**src/rtl/hash160_pkg.sv**
```systemverilog
// Shared state encoding and padding constants for the Hash160 sequencer.
// Padding constants assume a 64-byte message and a 32-byte SHA digest.
package hash160_pkg;

    localparam int MSG_BYTES = 64;
    localparam int OUT_WORDS = 10;

    typedef enum logic [2:0] {
        IDLE = 3'd0,
        LOAD = 3'd1,
        SHA1 = 3'd2,
        SHA2 = 3'd3,
        RMD  = 3'd4,
        OUT  = 3'd5
    } state_t;

    // SHA-256 second block: 0x80 marker, bit length 512 big-endian in the last 8 bytes.
    localparam logic [511:0] SHA_PAD_BLOCK = {8'h80, {61{8'h00}}, 8'h02, 8'h00};

    // RIPEMD-160 bytes 32..63: 0x80 marker, bit length 256 little-endian at byte 56.
    localparam logic [255:0] RMD_PAD_TAIL = {8'h80, {23{8'h00}}, 8'h00, 8'h01, {6{8'h00}}};

    function automatic logic [8:0] byte_lsb(input logic [5:0] idx);
        return 9'd504 - {idx, 3'b000};
    endfunction

endpackage

```
**src/rtl/hash160_seq_ctrl_if.sv**
```systemverilog
// Byte stream, result stream and SHA-256 / RIPEMD-160 core handshake bundle.
// The slave modport is the sequencer's view; master is the surrounding system.
interface hash160_seq_ctrl_if;

    logic         i_valid;
    logic [7:0]   i_text;
    logic [15:0]  o_answer;
    logic         o_valid;
    logic         o_busy;
    logic         o_err;
    logic         sha_start;
    logic         sha_init;
    logic [511:0] sha_block;
    logic         sha_done;
    logic [255:0] sha_digest;
    logic         rmd_start;
    logic [511:0] rmd_block;
    logic         rmd_done;
    logic [159:0] rmd_digest;

    modport slave (
        input  i_valid, i_text, sha_done, sha_digest, rmd_done, rmd_digest,
        output o_answer, o_valid, o_busy, o_err, sha_start, sha_init, sha_block,
               rmd_start, rmd_block
    );

    modport master (
        output i_valid, i_text, sha_done, sha_digest, rmd_done, rmd_digest,
        input  o_answer, o_valid, o_busy, o_err, sha_start, sha_init, sha_block,
               rmd_start, rmd_block
    );

endinterface

```
**src/rtl/hash160_out_ser.sv**
```systemverilog
// Result serializer: latches the 160-bit digest and emits it as OUT_WORDS
// consecutive 16-bit words, most significant word first.
module hash160_out_ser
    import hash160_pkg::*;
(
    input  logic         clk,
    input  logic         rst,
    input  logic         load,
    input  logic [159:0] digest,
    output logic [15:0]  word,
    output logic         valid,
    output logic         last
);

    localparam logic [3:0] LAST_WORD = 4'(OUT_WORDS - 1);

    logic [159:0] shift_r;
    logic [3:0]   cnt_r;
    logic         valid_r;

    // Shift register and word counter; zeros shift in so the output idles at 0.
    always_ff @(posedge clk or posedge rst) begin
        if (rst) begin
            shift_r <= 160'd0;
            cnt_r   <= 4'd0;
            valid_r <= 1'b0;
        end else if (load) begin
            shift_r <= digest;
            cnt_r   <= 4'd0;
            valid_r <= 1'b1;
        end else if (valid_r) begin
            shift_r <= {shift_r[143:0], 16'h0000};
            if (cnt_r == LAST_WORD) begin
                cnt_r   <= 4'd0;
                valid_r <= 1'b0;
            end else begin
                cnt_r <= cnt_r + 4'd1;
            end
        end
    end

    assign word  = shift_r[159:144];
    assign valid = valid_r;
    assign last  = valid_r && (cnt_r == LAST_WORD);

endmodule

```
**src/rtl/hash160_seq_ctrl.sv**
```systemverilog
// Hash160 sequencer: gathers 64 message bytes, runs SHA-256 over two blocks,
// pads the digest into one RIPEMD-160 block and streams the 160-bit result.
module hash160_seq_ctrl
    import hash160_pkg::*;
#(
    parameter int TIMEOUT = 1023
) (
    input  logic clk,
    input  logic rst,
    hash160_seq_ctrl_if.slave bus
);

    localparam int                WAIT_W    = $clog2(TIMEOUT + 1);
    localparam logic [WAIT_W-1:0] WAIT_MAX  = WAIT_W'(TIMEOUT);
    localparam logic [5:0]        LAST_BYTE = 6'(MSG_BYTES - 1);

    state_t            state_r, state_n;
    logic [5:0]        count_r, count_n;
    logic [511:0]      buf_r, buf_n;
    logic [WAIT_W-1:0] wait_r, wait_n;
    logic              sha_start_r, sha_start_n;
    logic              sha_init_r, sha_init_n;
    logic              rmd_start_r, rmd_start_n;
    logic              err_r, err_n;
    logic              busy_r;
    logic              load_s, last_s, timeout_s;
    logic [8:0]        lsb_s;
    logic [15:0]       answer_s;
    logic              out_valid_s;

    // Next-state, buffer and handshake decode; a done seen while its own start is still high is ignored.
    always_comb begin
        state_n     = state_r;
        count_n     = count_r;
        buf_n       = buf_r;
        wait_n      = wait_r;
        sha_start_n = 1'b0;
        sha_init_n  = sha_init_r;
        rmd_start_n = 1'b0;
        err_n       = 1'b0;
        load_s      = 1'b0;
        lsb_s       = byte_lsb(count_r);
        timeout_s   = (wait_r == WAIT_MAX);
        case (state_r)
            IDLE: begin
                if (bus.i_valid) begin
                    buf_n[511:504] = bus.i_text;
                    count_n        = 6'd1;
                    state_n        = LOAD;
                end else begin
                    count_n = 6'd0;
                end
            end
            LOAD: begin
                if (bus.i_valid) begin
                    buf_n[lsb_s +: 8] = bus.i_text;
                    count_n           = count_r + 6'd1;
                    if (count_r == LAST_BYTE) begin
                        state_n     = SHA1;
                        sha_start_n = 1'b1;
                        sha_init_n  = 1'b1;
                        wait_n      = {WAIT_W{1'b0}};
                    end else begin
                        state_n = LOAD;
                    end
                end else begin
                    state_n = LOAD;
                end
            end
            SHA1: begin
                if (bus.sha_done && !sha_start_r) begin
                    buf_n       = SHA_PAD_BLOCK;
                    sha_start_n = 1'b1;
                    sha_init_n  = 1'b0;
                    wait_n      = {WAIT_W{1'b0}};
                    state_n     = SHA2;
                end else if (timeout_s) begin
                    err_n   = 1'b1;
                    state_n = IDLE;
                end else begin
                    wait_n = wait_r + 1'b1;
                end
            end
            SHA2: begin
                if (bus.sha_done && !sha_start_r) begin
                    buf_n       = {bus.sha_digest, RMD_PAD_TAIL};
                    rmd_start_n = 1'b1;
                    wait_n      = {WAIT_W{1'b0}};
                    state_n     = RMD;
                end else if (timeout_s) begin
                    err_n   = 1'b1;
                    state_n = IDLE;
                end else begin
                    wait_n = wait_r + 1'b1;
                end
            end
            RMD: begin
                if (bus.rmd_done && !rmd_start_r) begin
                    load_s  = 1'b1;
                    state_n = OUT;
                end else if (timeout_s) begin
                    err_n   = 1'b1;
                    state_n = IDLE;
                end else begin
                    wait_n = wait_r + 1'b1;
                end
            end
            OUT: begin
                if (last_s) begin
                    state_n = IDLE;
                end else begin
                    state_n = OUT;
                end
            end
            default: begin
                state_n = IDLE;
            end
        endcase
    end

    // State, buffer and registered output flags.
    always_ff @(posedge clk or posedge rst) begin
        if (rst) begin
            state_r     <= IDLE;
            count_r     <= 6'd0;
            buf_r       <= 512'd0;
            wait_r      <= {WAIT_W{1'b0}};
            sha_start_r <= 1'b0;
            sha_init_r  <= 1'b0;
            rmd_start_r <= 1'b0;
            err_r       <= 1'b0;
            busy_r      <= 1'b0;
        end else begin
            state_r     <= state_n;
            count_r     <= count_n;
            buf_r       <= buf_n;
            wait_r      <= wait_n;
            sha_start_r <= sha_start_n;
            sha_init_r  <= sha_init_n;
            rmd_start_r <= rmd_start_n;
            err_r       <= err_n;
            busy_r      <= (state_n != IDLE) && (state_n != LOAD);
        end
    end

    hash160_out_ser u_out_ser (
        .clk    (clk),
        .rst    (rst),
        .load   (load_s),
        .digest (bus.rmd_digest),
        .word   (answer_s),
        .valid  (out_valid_s),
        .last   (last_s)
    );

    assign bus.o_answer  = answer_s;
    assign bus.o_valid   = out_valid_s;
    assign bus.o_busy    = busy_r;
    assign bus.o_err     = err_r;
    assign bus.sha_start = sha_start_r;
    assign bus.sha_init  = sha_init_r;
    assign bus.sha_block = buf_r;
    assign bus.rmd_start = rmd_start_r;
    assign bus.rmd_block = buf_r;

endmodule

```
**src/flat_wrapper.sv**
```systemverilog
// flat-port wrapper written by rule: the top's interface ports become plain ports
module hash160_seq_ctrl_flat import hash160_pkg::*;
#(
    parameter int TIMEOUT = 1023
)
  (clk, rst, bus_i_valid, bus_i_text, bus_sha_done, bus_sha_digest, bus_rmd_done, bus_rmd_digest, bus_o_answer, bus_o_valid, bus_o_busy, bus_o_err, bus_sha_start, bus_sha_init, bus_sha_block, bus_rmd_start, bus_rmd_block);
  hash160_seq_ctrl_if bus_i ();
  input  logic clk;
  input  logic rst;
  input wire logic [$bits(bus_i.i_valid)-1:0] bus_i_valid;
  input wire logic [$bits(bus_i.i_text)-1:0] bus_i_text;
  input wire logic [$bits(bus_i.sha_done)-1:0] bus_sha_done;
  input wire logic [$bits(bus_i.sha_digest)-1:0] bus_sha_digest;
  input wire logic [$bits(bus_i.rmd_done)-1:0] bus_rmd_done;
  input wire logic [$bits(bus_i.rmd_digest)-1:0] bus_rmd_digest;
  output wire logic [$bits(bus_i.o_answer)-1:0] bus_o_answer;
  output wire logic [$bits(bus_i.o_valid)-1:0] bus_o_valid;
  output wire logic [$bits(bus_i.o_busy)-1:0] bus_o_busy;
  output wire logic [$bits(bus_i.o_err)-1:0] bus_o_err;
  output wire logic [$bits(bus_i.sha_start)-1:0] bus_sha_start;
  output wire logic [$bits(bus_i.sha_init)-1:0] bus_sha_init;
  output wire logic [$bits(bus_i.sha_block)-1:0] bus_sha_block;
  output wire logic [$bits(bus_i.rmd_start)-1:0] bus_rmd_start;
  output wire logic [$bits(bus_i.rmd_block)-1:0] bus_rmd_block;
  assign bus_i.i_valid = bus_i_valid;
  assign bus_i.i_text = bus_i_text;
  assign bus_i.sha_done = bus_sha_done;
  assign bus_i.sha_digest = bus_sha_digest;
  assign bus_i.rmd_done = bus_rmd_done;
  assign bus_i.rmd_digest = bus_rmd_digest;
  assign bus_o_answer = bus_i.o_answer;
  assign bus_o_valid = bus_i.o_valid;
  assign bus_o_busy = bus_i.o_busy;
  assign bus_o_err = bus_i.o_err;
  assign bus_sha_start = bus_i.sha_start;
  assign bus_sha_init = bus_i.sha_init;
  assign bus_sha_block = bus_i.sha_block;
  assign bus_rmd_start = bus_i.rmd_start;
  assign bus_rmd_block = bus_i.rmd_block;
  hash160_seq_ctrl #(.TIMEOUT(TIMEOUT)) u_core (.clk(clk), .rst(rst), .bus(bus_i));
endmodule
```
**config.mk**
```make
export PLATFORM = sky130hd
export DESIGN_NAME = hash160_seq_ctrl_flat
export DESIGN_NICKNAME = d
export VERILOG_FILES = /design/src/rtl/hash160_pkg.sv /design/src/rtl/hash160_seq_ctrl_if.sv /design/src/rtl/hash160_out_ser.sv /design/src/rtl/hash160_seq_ctrl.sv /design/src/flat_wrapper.sv
export SDC_FILE = /design/constraint.sdc
export NUM_CORES = 2
export LEC_CHECK = 0
export CAP_MARGIN = 20
export CORE_AREA = 2 2 582 584
export DETAILED_ROUTE_END_ITERATION = 12
export DIE_AREA = 0 0 584 586
export PLACE_DENSITY = 0.35
export SLEW_MARGIN = 10
export SYNTH_ARGS = -nofsm -noshare
export SYNTH_HDL_FRONTEND = slang
export SYNTH_SLANG_ARGS = --single-unit
```
**constraint.sdc**
```tcl
create_clock -name clk -period 36.3 [get_ports clk]
set_clock_uncertainty 0.15 [all_clocks]
set_input_delay 9.075 -clock clk [delete_from_list [all_inputs] [get_ports clk]]
set_output_delay 9.075 -clock clk [all_outputs]
set_load 0.05 [all_outputs]
```
==> impl_results.md <==
* Max_slew headroom at 0.174
* Psw at approximately 1.7 mW
* Crit-path leading delay family: buffers and inverters
* Detailed Route WL at 299000 um
* Vias/cell at between 3 and 4
* First-pass GRT wire length at 371000 um
* Tcrit/Tclk final at 0.326
* Drt first pass iters at 5
* Die area at 342000 um2
* CP cell instances: clkdlybuf4s50_1
* Clock sink total at 701
* Pwr dens at between 60 and 70 nW/um2
* DRC at 0
* Syn Nets at about 3700
* Worst Path Required at 27.08 ns
* I/O pins at around 1500
* Max clock buf depth at 4
* Final max-slew violation count at 0
* Global route overflow at 0
* Htree depth at 3
* Top-count cell post-synth: dfrtp_1
* YS warnings at 0
* CP max stage cell: clkdlybuf4s50_1
* CTS clk-pin slew, worst paths at 0.06 ns
* Post-synthesis mux area share at 0.121
* Synth Area in Adders at 0.00140
* Hold Buf Count CTS at 0
* Final hold vios at 0
* RSZ-0062 raised after global routing: false
* Pint at 1.86 mW
* Hold path start: u_core.bus.sha_init
* Die H at about 590 um
* Initial Utilization at 0.107
* Post-synthesis async set-or-reset flop share at 1.00
* Via Count at 32300
* Synth cell count leaders: 701 x dfrtp_1, 530 x buf_4, 343 x nand2_1
* DR WL/cell at roughly 34 um
* 1st-iter DRT viols at 2314
* Syn Area/Cell at about 11 um2
* Mapped Area at 35900 um2
* Largest net degree at the start of global routing at approximately 240
* ANT nets after route at 0
* Chip width at 584 um
* Synth area leader: dfrtp_1
* Post-CTS Setup Inserts at 0
* Area contributors post-synth: dfrtp_1 49%, buf_4 11%, mux2_2 7.8%
* RR Startpoint: u_core.count_r[0]
* Clk pwr share at 0.293
* Clock latency on the worst-skew pair at 0.82 ns
* Nets at 4695
* Worst Hold Depth at 2
* Worst Path Max Fanout at 4
* Vias in the first global route at about 32000
* Status: finished clean
* Worst Path Arrival at about 2.6 ns
* CTS Buf Count at between 100 and 150
* Sequential power share at 0.276
* Setup TNS at 0 ns
* Synth Area in XOR/XNOR at 0.00258
* Synth top area share at 0.489
* Worst R2R Setup Slack at 30.90 ns
* Hold crit path type: register to register
* Syn-to-layout area delta at 55.8%
* RePlAce Congestion at 0.933
* Worst path max stage delay at ~1.1 ns
* WP buf/inv at 1
* Synth Area in Compound Gates at 0.176
* Final min period at 11.82 ns
* Sw frac at 0.473
* Critical path launch point type: register
* CTS resizes at 0
* Final setup viols at 0
* Lkg Pwr at 21.6 nW
* Post-synth EDFFs at 0
* Port Buffers at 1474
* Synthesized flop and latch total at 701
* Max cap viols at 0
* Sequential-to-total area share from yosys stat at 0.489
* Detailed placement HPWL at 245000 um
* Ys flop type: dfrtp_1
* Antenna violations before repair at 84
* Crit path capture type: primary output
* Share of layout cells above drive strength 1 at 0.139
* Fillcell total at 37300
* Simple-Gate Fraction of Synth Area at 0.0767
* Yosys cell types at 69
* Gr usage total at 0.167
* Worst hold endpoint: u_core.bus.sha_init
* Core area at 336000 um2
* Mapped Cells at 3306
* FP Rows at roughly 210
* CTS tree: built
* VDD IR max at 0.0452 mV
* Largest family of logic cells by synthesized area: compound AO/OA/AOI/OAI gates
* Tightest hold margin at 0.362 ns
* Critical setup path kind: register to primary output
* Max Freq at 0.0846 GHz
* Post-layout util at 0.166
* R2R depth at 6
* Comb pwr share at 0.431
* Slew @ Worst Pin at 1.23 ns
* CTS root buf: clkbuf_16
-- cell usage in the layout (no fill, tap or decap), types with 16 or more instances in the layout --
cell and n:
clkdlybuf4s50_1 1461, inv_1 18, a21oi_1 57, o41ai_1 16
nand2_1 342, o21ai_0 233, nand3_1 40, clkbuf_8 17
clkbuf_16 102, a21oi_2 27, nand3b_1 18, a21o_1 19
diode_2 33, mux2i_1 146, a32o_1 88, dfrtp_1 699
nor2_1 83, clkinv_2 18, a22o_1 264, clkbuf_1 17
mux2_2 247, nand4_1 26, buf_4 92, o2bb2ai_1 63
-- power groups by stage --
stage                     Sequential (mW)  Clock (mW)  Combinational, mW
after floorplan                      1.11           0              0.669
after global placement              0.985           0               1.54
after detailed placement            0.986           0               1.54
after CTS                           0.974        1.07               1.54
after global routing                0.979        1.10               1.58
final                               0.973        1.03               1.52
-- area by class of cell --
| class | instances | area [um2] | area share |
|---|---|---|---|
| antenna | 33 | 82.6 | 0.00148 |
| tap | 4407 | 5510 | 0.0986 |
| clock inverter | 40 | 490 | 0.00877 |
| inverter | 21 | 86.3 | 0.00154 |
| timing repair buffer | 1568 | 15500 | 0.277 |
| clock buffer | 136 | 2850 | 0.0510 |
| multi-input combinational | 1869 | 13900 | 0.248 |
| sequential | 701 | 17500 | 0.314 |
-- logic make-up (layout without fill, tap and decap cells) --
kind of cell	count (synthesis)	count (layout)
muxes	402	402
adders and majority gates	4	4
DFF	701	701
buffers and inverters	736	1765
AOI/OAI and AO/OA	841	841
other	0	33
and+or+nand+nor	614	614
xor gates and xnor gates	8	8
-- worst max-delay path by stage --
| stage | start | depth (start not counted) | slack [ns] | endpoint |
|---|---|---|---|---|
| 6_report | u_core.bus.rmd_block[506] | 1 | 24.48 | bus_sha_block[506] |
| 5_1_grt | rst | 5 | 24.21 | async pin |
| 4_1_cts | register | 1 | 24.36 | bus_sha_block[377] |
| 3_5_place_dp | rst | 5 | 23.54 | async pin |
| 3_3_place_gp | bus_i_valid | 8 | 23.51 | register |
| 2_1_floorplan | rst | 1 | 7.42 | async pin |
-- metal layers --
metal  global-route usage  up-vias  wire (um)
li1                     -    13400          -
met1                0.206    16900     123000
met2                0.276     1631     140000
met3               0.0517      343      24000
met4               0.0536       30      10700
met5                    0        -        197
-- per-stage QoR --
| stage | instances | power, mW | instance area [um2] | worst slack (ns) |
|---|---|---|---|---|
| 2_1_floorplan | 3306 | 1.78 | 35900 | 7.42 |
| 3_3_place_gp | 8558 | 2.53 | 52400 | 23.51 |
| 3_5_place_dp | 8566 | 2.52 | 52500 | 23.54 |
| 4_1_cts | 8742 | 3.59 | 55800 | 24.36 |
| 5_1_grt | 8758 | 3.66 | 55900 | 24.21 |
| 6_report | 8775 | 3.52 | 55900 | 24.48 |
Power figures use the tool's default switching activity.
